===== src/rtl/multicycle_ctrl.sv =====
// rtl/multicycle_ctrl.sv - multicycle CPU main control FSM
//
// Purpose: sequences FETCH/DECODE/execute/write-back for lw, sw, R-type, beq, j
// and (optionally) addi, emitting datapath mux selects and strobes each state.
// Optional feature macro: MULTICYCLE_CTRL_ADDI_EN (adds ADDIEX/ADDIWB for 0x08).
//
// Ports:
//   clk, reset            clock; asynchronous active-high reset
//   i_opcode[5:0]         held instruction opcode
//   i_zero                ALU zero flag (branch decision)
//   i_mem_ready           memory access completes when 1
//   o_pc_en, o_pc_source  PC write enable / PC mux select
//   o_i_or_d              memory address select (0=PC, 1=ALUOut)
//   o_mem_read/_write     memory strobes
//   o_ir_write            instruction register load
//   o_reg_dst, o_mem_to_reg, o_reg_write   register file write controls
//   o_alu_src_a/_b, o_alu_op              ALU operand and op-class selects
//   o_state[3:0]          current state (debug)
//   o_illegal             one-cycle pulse on unsupported opcode in DECODE

module multicycle_ctrl (
  input  logic       clk,
  input  logic       reset,
  input  logic [5:0] i_opcode,
  input  logic       i_zero,
  input  logic       i_mem_ready,
  output logic       o_pc_en,
  output logic       o_i_or_d,
  output logic       o_mem_read,
  output logic       o_mem_write,
  output logic       o_ir_write,
  output logic       o_reg_dst,
  output logic       o_mem_to_reg,
  output logic       o_reg_write,
  output logic       o_alu_src_a,
  output logic [1:0] o_alu_src_b,
  output logic [1:0] o_alu_op,
  output logic [1:0] o_pc_source,
  output logic [3:0] o_state,
  output logic       o_illegal
);

  localparam logic [3:0] S_FETCH  = 4'd0;
  localparam logic [3:0] S_DECODE = 4'd1;
  localparam logic [3:0] S_MEMADR = 4'd2;
  localparam logic [3:0] S_MEMRD  = 4'd3;
  localparam logic [3:0] S_MEMWB  = 4'd4;
  localparam logic [3:0] S_MEMWR  = 4'd5;
  localparam logic [3:0] S_EXEC   = 4'd6;
  localparam logic [3:0] S_ALUWB  = 4'd7;
  localparam logic [3:0] S_BRANCH = 4'd8;
  localparam logic [3:0] S_JUMP   = 4'd9;
`ifdef MULTICYCLE_CTRL_ADDI_EN
  localparam logic [3:0] S_ADDIEX = 4'd10;
  localparam logic [3:0] S_ADDIWB = 4'd11;
  localparam logic [5:0] OP_ADDI  = 6'h08;
`endif

  localparam logic [5:0] OP_RTYPE = 6'h00;
  localparam logic [5:0] OP_J     = 6'h02;
  localparam logic [5:0] OP_BEQ   = 6'h04;
  localparam logic [5:0] OP_LW    = 6'h23;
  localparam logic [5:0] OP_SW    = 6'h2B;

  logic [3:0] state_q;
  logic [3:0] state_d;

  // State register
  always_ff @(posedge clk or posedge reset) begin
    if (reset) begin
      state_q <= S_FETCH;
    end else begin
      state_q <= state_d;
    end
  end

  // Next-state logic
  always_comb begin
    state_d = S_FETCH;
    case (state_q)
      S_FETCH:  state_d = i_mem_ready ? S_DECODE : S_FETCH;
      S_DECODE: begin
        case (i_opcode)
          OP_LW, OP_SW: state_d = S_MEMADR;
          OP_RTYPE:     state_d = S_EXEC;
          OP_BEQ:       state_d = S_BRANCH;
          OP_J:         state_d = S_JUMP;
`ifdef MULTICYCLE_CTRL_ADDI_EN
          OP_ADDI:      state_d = S_ADDIEX;
`endif
          default:      state_d = S_FETCH;
        endcase
      end
      S_MEMADR: state_d = (i_opcode == OP_LW) ? S_MEMRD : S_MEMWR;
      S_MEMRD:  state_d = i_mem_ready ? S_MEMWB : S_MEMRD;
      S_MEMWB:  state_d = S_FETCH;
      S_MEMWR:  state_d = i_mem_ready ? S_FETCH : S_MEMWR;
      S_EXEC:   state_d = S_ALUWB;
      S_ALUWB:  state_d = S_FETCH;
      S_BRANCH: state_d = S_FETCH;
      S_JUMP:   state_d = S_FETCH;
`ifdef MULTICYCLE_CTRL_ADDI_EN
      S_ADDIEX: state_d = S_ADDIWB;
      S_ADDIWB: state_d = S_FETCH;
`endif
      default:  state_d = S_FETCH;
    endcase
  end

  // Output decode; FETCH and BRANCH carry Mealy terms
  always_comb begin
    o_pc_en      = 1'b0;
    o_i_or_d     = 1'b0;
    o_mem_read   = 1'b0;
    o_mem_write  = 1'b0;
    o_ir_write   = 1'b0;
    o_reg_dst    = 1'b0;
    o_mem_to_reg = 1'b0;
    o_reg_write  = 1'b0;
    o_alu_src_a  = 1'b0;
    o_alu_src_b  = 2'b00;
    o_alu_op     = 2'b00;
    o_pc_source  = 2'b00;
    o_illegal    = 1'b0;
    case (state_q)
      S_FETCH: begin
        o_mem_read  = 1'b1;
        o_alu_src_b = 2'b01;
        o_ir_write  = i_mem_ready;
        o_pc_en     = i_mem_ready;
      end
      S_DECODE: begin
        o_alu_src_b = 2'b11;
        case (i_opcode)
          OP_LW, OP_SW, OP_RTYPE, OP_BEQ, OP_J: o_illegal = 1'b0;
`ifdef MULTICYCLE_CTRL_ADDI_EN
          OP_ADDI:                             o_illegal = 1'b0;
`endif
          default:                             o_illegal = 1'b1;
        endcase
      end
      S_MEMADR: begin
        o_alu_src_a = 1'b1;
        o_alu_src_b = 2'b10;
      end
      S_MEMRD: begin
        o_mem_read = 1'b1;
        o_i_or_d   = 1'b1;
      end
      S_MEMWB: begin
        o_reg_write  = 1'b1;
        o_mem_to_reg = 1'b1;
      end
      S_MEMWR: begin
        o_mem_write = 1'b1;
        o_i_or_d    = 1'b1;
      end
      S_EXEC: begin
        o_alu_src_a = 1'b1;
        o_alu_op    = 2'b10;
      end
      S_ALUWB: begin
        o_reg_write = 1'b1;
        o_reg_dst   = 1'b1;
      end
      S_BRANCH: begin
        o_alu_src_a = 1'b1;
        o_alu_op    = 2'b01;
        o_pc_source = 2'b01;
        o_pc_en     = i_zero;
      end
      S_JUMP: begin
        o_pc_source = 2'b10;
        o_pc_en     = 1'b1;
      end
`ifdef MULTICYCLE_CTRL_ADDI_EN
      S_ADDIEX: begin
        o_alu_src_a = 1'b1;
        o_alu_src_b = 2'b10;
      end
      S_ADDIWB: begin
        o_reg_write = 1'b1;
      end
`endif
      default: ;
    endcase
    // State is already FETCH under reset, but FETCH's strobes must stay quiet
    // until the first edge after release.
    if (reset) begin
      o_pc_en      = 1'b0;
      o_mem_read   = 1'b0;
      o_ir_write   = 1'b0;
      o_alu_src_b  = 2'b00;
    end
  end

  assign o_state = state_q;

endmodule


===== config.mk =====
export PLATFORM = sky130hd
export DESIGN_NAME = multicycle_ctrl
export DESIGN_NICKNAME = d
export VERILOG_FILES = /design/src/rtl/multicycle_ctrl.sv
export SDC_FILE = /design/constraint.sdc
export NUM_CORES = 1
export LEC_CHECK = 0
export CORE_AREA = 10 10 51 53
export CTS_CLUSTER_SIZE = 10
export DETAILED_ROUTE_END_ITERATION = 8
export DIE_AREA = 0 0 61 63
export PLACE_DENSITY = 0.7
export SYNTH_ARGS = -nofsm -noshare
export SYNTH_HDL_FRONTEND = slang
export SYNTH_SLANG_ARGS = --single-unit

===== constraint.sdc =====
create_clock -name clk -period 1.4 [get_ports clk]
set_input_delay 0.28 -clock clk [delete_from_list [all_inputs] [get_ports clk]]
set_output_delay 0.28 -clock clk [all_outputs]
set_load 0.05 [all_outputs]

==> impl_metrics.json, run 1 <==
{
  "clock.fmax_mhz": 531,
  "path_depth": 6,
  "rows": 15,
  "p_leak_uw": 0.000589,
  "ys_seq_area_share_pct": 20.4,
  "io_buffers": 29,
  "fin_nets": 132,
  "finalWorstSetupSlack_ps": -485,
  "hold_violations": 0,
  "grt_pass1_vias": 851,
  "rrSetupSlack_ps": -80,
  "netlist_instances": 65,
  "wl_per_cell_microns": 20.9,
  "cp_top_family": "buffers and inverters",
  "routed_wl_microns": 2860,
  "violations": "setup timing",
  "final_util_pct": 91.3,
  "htreeDepth": 1,
  "slew_violations": 0,
  "synth_most_common_cell": "nor2_1",
  "drc_errors": 0,
  "die_x_microns": 61,
  "end_kind": "primary output",
  "synth_mux_area_share_pct": 2.29,
  "grt_overflow_total": 0,
  "arrival_ps": 1600,
  "antenna_cells": 0,
  "irDropWorstVdd_mv": 0.897,
  "clkTransAtPathRegs_ps": 40,
  "ys_types": 29,
  "worst_hold_path_type": "primary input to asynchronous set/reset pin",
  "synth_compound_area_share_pct": 16.8,
  "netlist_area_sq_um": 492,
  "power.density_mw_per_mm2": 538,
  "fin_crit_sh_pct": 135,
  "required_ps": 1120,
  "max_cap_violations": 0,
  "netlist_top_cells_area": "dfrtp_1, nor2_1, nor4b_1",
  "pin_count": 30,
  "start_util_pct": 29.8,
  "core_area_sq_mm": 0.00165,
  "synth_area_per_cell_sq_um": 7.56,
  "fill_cells": 62,
  "critical_path.max_stage_delay_ps": 470,
  "grt_first_pass_wirelength_microns": 4330,
  "grt_setup_unrepaired": "true",
  "synth_xor_area_share_pct": 5.34,
  "multiInputGateArea_sq_um": 603,
  "ys.flop_type": "dfrtp_1",
  "antenna_found_initial": 0,
  "worstSetupPathType": "primary input to primary output",
  "crit_chain": "clkdlybuf4s50_1, nor4_2, buf_4, nor2_4, a22o_4, buf_8",
  "ant_nets": 0,
  "cp_num_buf_inv": 3,
  "die-area_sq_mm": 0.00384,
  "worst_pin_slew_ps": 296,
  "root_buffer": "clkbuf_4",
  "netlist_top_cells_count": "nor2_1, nor3_1, a21oi_1, dfrtp_1, nand2_1",
  "synth-edff-count": 0,
  "slew_headroom_pct": 80.2,
  "area_growth_pct": 207,
  "die-height_microns": 63,
  "synth-simple-area-share_pct": 45.3,
  "grt_usage_pct": 14.2,
  "synth_fp_nets": 75,
  "cts_buffer_depth": 2,
  "grt_max_degree": 17,
  "cp_max_fo": 3,
  "setup-violations-final": 20,
  "num_vias": 778,
  "insertion_delay_ps": 250,
  "clock_skew_ps": 7.42,
  "largest_reg_flops": 4,
  "timing.setup.tns_ps": -5790,
  "synthAdderAreaFrac_pct": 0,
  "period_minus_slack_ps": 1880,
  "start_kind": "primary input",
  "gp_congestion": 0.938,
  "ys_seq_elements": 4,
  "drive_above_1_share_pct": 75.8,
  "synth_top_area_share_pct": 20.4,
  "via_per_inst": 5.68,
  "cts_buffers": 3,
  "drt_first_pass_iters": 4,
  "synthArstFlopShare_pct": 100,
  "ys_warn_count": 0,
  "r2r_cells": 5,
  "cts_sinks": 4,
  "place.detailed.hpwl_microns": 1810,
  "synth_area_leader_cell": "dfrtp_1",
  "cts_tree": "built",
  "outcome": "complete, but fails checks",
  "slowest_stage": "clkdlybuf4s50_1",
  "drt_iter0_markers": 24,
  "synth_top_family_by_area": "simple AND/OR/NAND/NOR gates",
  "ff_latch_area_sq_um": 105
}
==> final timing paths <==
path	start	to
min in group clk	i_opcode[1]	o_state[3]$_DFF_PP0_
setup reg to reg	o_state[0]$_DFF_PP0_	o_state[2]$_DFF_PP0_
hold / removal	reset	o_state[2]$_DFF_PP0_
setup / recovery	i_opcode[0]	o_illegal
max in group asynchronous	reset	o_state[1]$_DFF_PP0_
hold reg to reg	o_state[3]$_DFF_PP0_	o_state[0]$_DFF_PP0_
==> tightest hold or removal path, stage by stage <==
cell and delay (ps):
dlygate4sd2_1 260, buf_4 150, inv_1 150
==> through the flow <==
stage          worst slack (ps)  power (uW)  instance area [sq um]  cells  hold WS, ps
5_1_grt                    -592         853                   1510    137          235
2_1_floorplan              -652         356                    647     65         46.1
3_3_place_gp               -434         554                   1260    130          638
4_1_cts                    -460         780                   1470    137          224
3_5_place_dp               -484         563                   1260    130          663
6_report                   -485         811                   1510    137          230
==> area by class of cell <==
class,count,share of cell area (%)
flip-flops and latches,4,6.97
repair buffers,58,49.6
clock buffers,3,1.49
inverters,2,0.498
well taps,17,1.41
multi-input cells,53,40.0
==> placed cells by master (no fill, tap or decap), drive strengths merged, types with 2 or more instances in the layout <==
cell type / instances
dfrtp: 4
nor4: 2
nor4b: 4
nor3b: 3
dlygate4sd2: 2
clkdlybuf4s50: 7
nor3: 5
nand2: 4
nor2: 10
a21oi: 4
o22ai: 3
inv: 2
nand2b: 3
xnor2: 2
buf: 49
clkbuf: 3
==> report_power, final <==
group / total [uW] / switching (uW) / internal (uW) / leakage (uW)
registers: 129 / 6.81 / 122 / 0.0000478
clock network: 157 / 60.2 / 96.7 / 0.0000138
logic: 526 / 266 / 260 / 0.000527
total: 811 / 333 / 479 / 0.000589
==> per-layer routing <==
layer	global-route usage (%)	vias up	routed length [microns]
li1	-	351	-
met3	4.67	6	223
met1	14.5	380	1000
met4	5.77	0	57
met2	24.9	41	1580
met5	0	-	0
==> kinds of logic after synthesis <==
logic type,Yosys count
AND/OR/NAND/NOR,37
AO/OA/AOI/OAI,12
buffers and inverters,8
flip-flops,4
XOR/XNOR,3
multiplexers,1
==> repair_timing <==
item / 4_1_cts / 5_1_grt
endpoints found under the hold margin: 0 / 0
hold buffers: 0 / 0
gates resized for setup: 38 / 8
pin swaps: 10 / 6
gates cloned: 0 / 0
setup buffers: 5 / 0
endpoints found under the setup margin: 19 / 21
Note: power is estimated with default switching activity, not from simulation.
==> run 2: changes to the inputs <==
Settings changed: MAX_ROUTING_LAYER from default to met4.
==> impl_metrics.json, run 2 <==
{
  "ys.flop_type": "dfrtp_1",
  "synth_compound_area_share_pct": 16.8,
  "place.detailed.hpwl_microns": 1820,
  "netlist_area_sq_um": 492,
  "synth-simple-area-share_pct": 45.3,
  "netlist_top_cells_area": "dfrtp_1, nor2_1, nor4b_1",
  "ys_seq_elements": 4,
  "stop_stage": "5_1_grt",
  "outcome": "did not finish",
  "io_buffers": 29,
  "synthAdderAreaFrac_pct": 0,
  "synth_area_leader_cell": "dfrtp_1",
  "synth_fp_nets": 75,
  "die-height_microns": 63,
  "ys_warn_count": 0,
  "cts_buffers": 3,
  "cts_sinks": 4,
  "ys_types": 29,
  "synth_mux_area_share_pct": 2.29,
  "rows": 15,
  "netlist_top_cells_count": "nor2_1, nor3_1, a21oi_1, dfrtp_1, nand2_1",
  "htreeDepth": 1,
  "ys_seq_area_share_pct": 20.4,
  "grt_max_degree": 17,
  "worst_endpoint": "o_ir_write",
  "synth_most_common_cell": "nor2_1",
  "gp_congestion": 0.947,
  "pin_count": 30,
  "synth_top_area_share_pct": 20.4,
  "pre_cts_ws_ps": -518,
  "synth_area_per_cell_sq_um": 7.56,
  "synth_top_family_by_area": "simple AND/OR/NAND/NOR gates",
  "hold_buffers": 0,
  "netlist_instances": 65,
  "die_x_microns": 61,
  "synthArstFlopShare_pct": 100,
  "endpoint_type": "primary output",
  "firstError": "[ERROR DPL-0038] Utilization greater than 100%, impossible to legalize",
  "start_util_pct": 29.8,
  "root_buffer": "clkbuf_4",
  "synth-edff-count": 0,
  "cts_buffer_depth": 2,
  "synth_xor_area_share_pct": 5.34
}
## run 2: cell counts after synthesis
Identical to the previous run, type by type.
## run 2: kinds of logic after synthesis
family,Yosys count
AOI/OAI and AO/OA,12
and+or+nand+nor,37
xor gates and xnor gates,3
DFF,4
muxes,1
buffers and inverters,8
## run 2: through the flow
step / cell area (sq um) / cells / utilization [%]
CTS: 1540 / 146 / 93.3
detailed placement: 1270 / 132 / 77.2
global placement: 1270 / 132 / 77.2
floorplan: 647 / 65 / -
## run 2: repair_timing
item | in CTS
buffers inserted | 12
pin swaps | 11
gates resized for setup | 36
setup endpoints to repair | 20
gates cloned | 0
==> run 3: changes to the inputs <==
Settings changed: CORE_AREA 10 10 51 53 to 10 10 71 73, CTS_CLUSTER_SIZE 10 to default, DIE_AREA 0 0 61 63 to 0 0 81 83, MAX_ROUTING_LAYER met4 to default, PLACE_DENSITY 0.7 to default, PLACE_DENSITY_LB_ADDON from default to 0.15.
Clock period 1.4 ns to 1.8 ns, I/O delays scaled along.
==> impl_metrics.json, run 3 (synthesis gave the netlist of run 1 again) <==
{
  "rrSetupSlack_ps": 380,
  "place.detailed.hpwl_microns": 1750,
  "place_area_sq_mm": 0.00126,
  "dp_cells": 156,
  "slew_headroom_pct": 74.8,
  "clkTransAtPathRegs_ps": 30,
  "setup-violations-final": 4,
  "wl_per_cell_microns": 13.0,
  "io_buffers": 29,
  "cts_tree": "built",
  "start_util_pct": 13.5,
  "drt_first_pass_iters": 3,
  "crit_chain": "or4b_4, nor2_4, a22o_4, buf_8",
  "worst_pin_slew_ps": 375,
  "design_area_sq_mm": 0.00143,
  "die-height_microns": 83,
  "final_cell_mix": "buf_12, buf_4, nor2_4",
  "multiInputGateArea_sq_um": 541,
  "r2r-end": "o_state[2]$_DFF_PP0_",
  "rows": 22,
  "antenna_cells": 0,
  "htreeDepth": 1,
  "grt_setup_unrepaired": "true",
  "pin_count": 30,
  "path_depth": 4,
  "clock_skew_ps": 0.422,
  "antenna_found_initial": 0,
  "cts_buffers": 3,
  "worstSetupPathType": "register to primary output",
  "die-area_sq_mm": 0.00672,
  "finalWorstSetupSlack_ps": -96.6,
  "ff_latch_area_sq_um": 104,
  "slowest_stage": "or4b_4",
  "hold_violations": 0,
  "gp_congestion": 0.715,
  "clock.fmax_mhz": 527,
  "grt_pass1_vias": 687,
  "drt_iter0_markers": 6,
  "worst_hold_path_type": "primary input to asynchronous set/reset pin",
  "grt_overflow_total": 0,
  "critical_path.max_stage_delay_ps": 570,
  "max_cap_violations": 0,
  "power.density_mw_per_mm2": 458,
  "fin_cells": 163,
  "worst_hold_slack_ps": 326,
  "hold_buffers": 0,
  "num_vias": 678,
  "insertion_delay_ps": 220,
  "via_per_inst": 4.16,
  "cts_buffer_depth": 2,
  "routed_wl_microns": 2120,
  "largest_reg_flops": 4,
  "p_leak_uw": 0.000553,
  "start_kind": "register",
  "outcome": "complete, but fails checks",
  "cp_top_family": "simple AND/OR/NAND/NOR gates",
  "drive_above_1_share_pct": 66.1,
  "fill_cells": 386,
  "grt_max_degree": 17,
  "end_kind": "primary output",
  "drc_errors": 0,
  "core_area_sq_mm": 0.00363,
  "period_minus_slack_ps": 1900,
  "required_ps": 1440,
  "grt_first_pass_wirelength_microns": 3370,
  "cp_num_buf_inv": 1,
  "total_power_uw": 653,
  "cts_sinks": 4,
  "fin_crit_sh_pct": 105,
  "r2r_cells": 4,
  "root_buffer": "clkbuf_8",
  "grt_usage_pct": 5.93,
  "arrival_ps": 1540,
  "area_growth_pct": 190,
  "die_x_microns": 81,
  "cp_max_fo": 4,
  "slew_violations": 0,
  "irDropWorstVdd_mv": 0.372,
  "ant_nets": 0,
  "r2r_start": "o_state[0]$_DFF_PP0_",
  "fin_nets": 126,
  "violations": "setup timing"
}
-- run 3: metal layers --
layer | global-route usage, % | routed length (microns) | vias up
li1 | - | - | 335
met1 | 7.19 | 932 | 317
met3 | 1.19 | 118 | 2
met5 | 0 | 0 | -
met4 | 2.35 | 17 | 0
met2 | 9.80 | 1050 | 24
-- run 3: tightest hold or removal path, cell delays in order --
cell and delay, ps:
dlygate4sd2_1 250, buf_4 150, inv_1 120
-- run 3: layout make-up --
class                      count  share of cell area (%)
inverter                       2                   0.526
tap                           48                    4.21
sequential                     4                    7.28
multi-input combinational     53                    37.9
timing repair buffer          52                    46.9
clock buffer                   4                    3.16
-- run 3: repair_timing --
| item | 4_1_cts | 5_1_grt |
|---|---|---|
| buffers inserted | 2 | 1 |
| setup endpoints to repair | 14 | 15 |
| gates resized for setup | 20 | 11 |
| pin swaps | 5 | 3 |
| cloned | 0 | 0 |
-- run 3: worst max path at each step --
stage                         start        endpoint  slack (ps)
3_5_place_dp                  reset      o_ir_write        -240
6_report       o_state[2]$_DFF_PP0_       o_illegal        -100
2_1_floorplan  o_state[1]$_DFF_PP0_  o_pc_source[0]        -330
4_1_cts        o_state[2]$_DFF_PP0_       o_illegal        -100
3_3_place_gp            i_opcode[0]       o_illegal        -230
5_1_grt        o_state[2]$_DFF_PP0_       o_illegal        -150
-- run 3: per-stage QoR --
stage                     TNS [ps]  utilization, %  worst slack, ps
final                         -201            39.3            -96.6
after global routing          -480            39.3             -147
after CTS                     -400            37.7             -104
after detailed placement     -1050            34.7             -241
after global placement        -927            34.7             -226
after floorplan              -2340               -             -332
-- run 3: power by group --
part	internal, uW	switching, uW
logic	172	181
clock network	151	48.5
registers	94.9	5.36
total	418	235
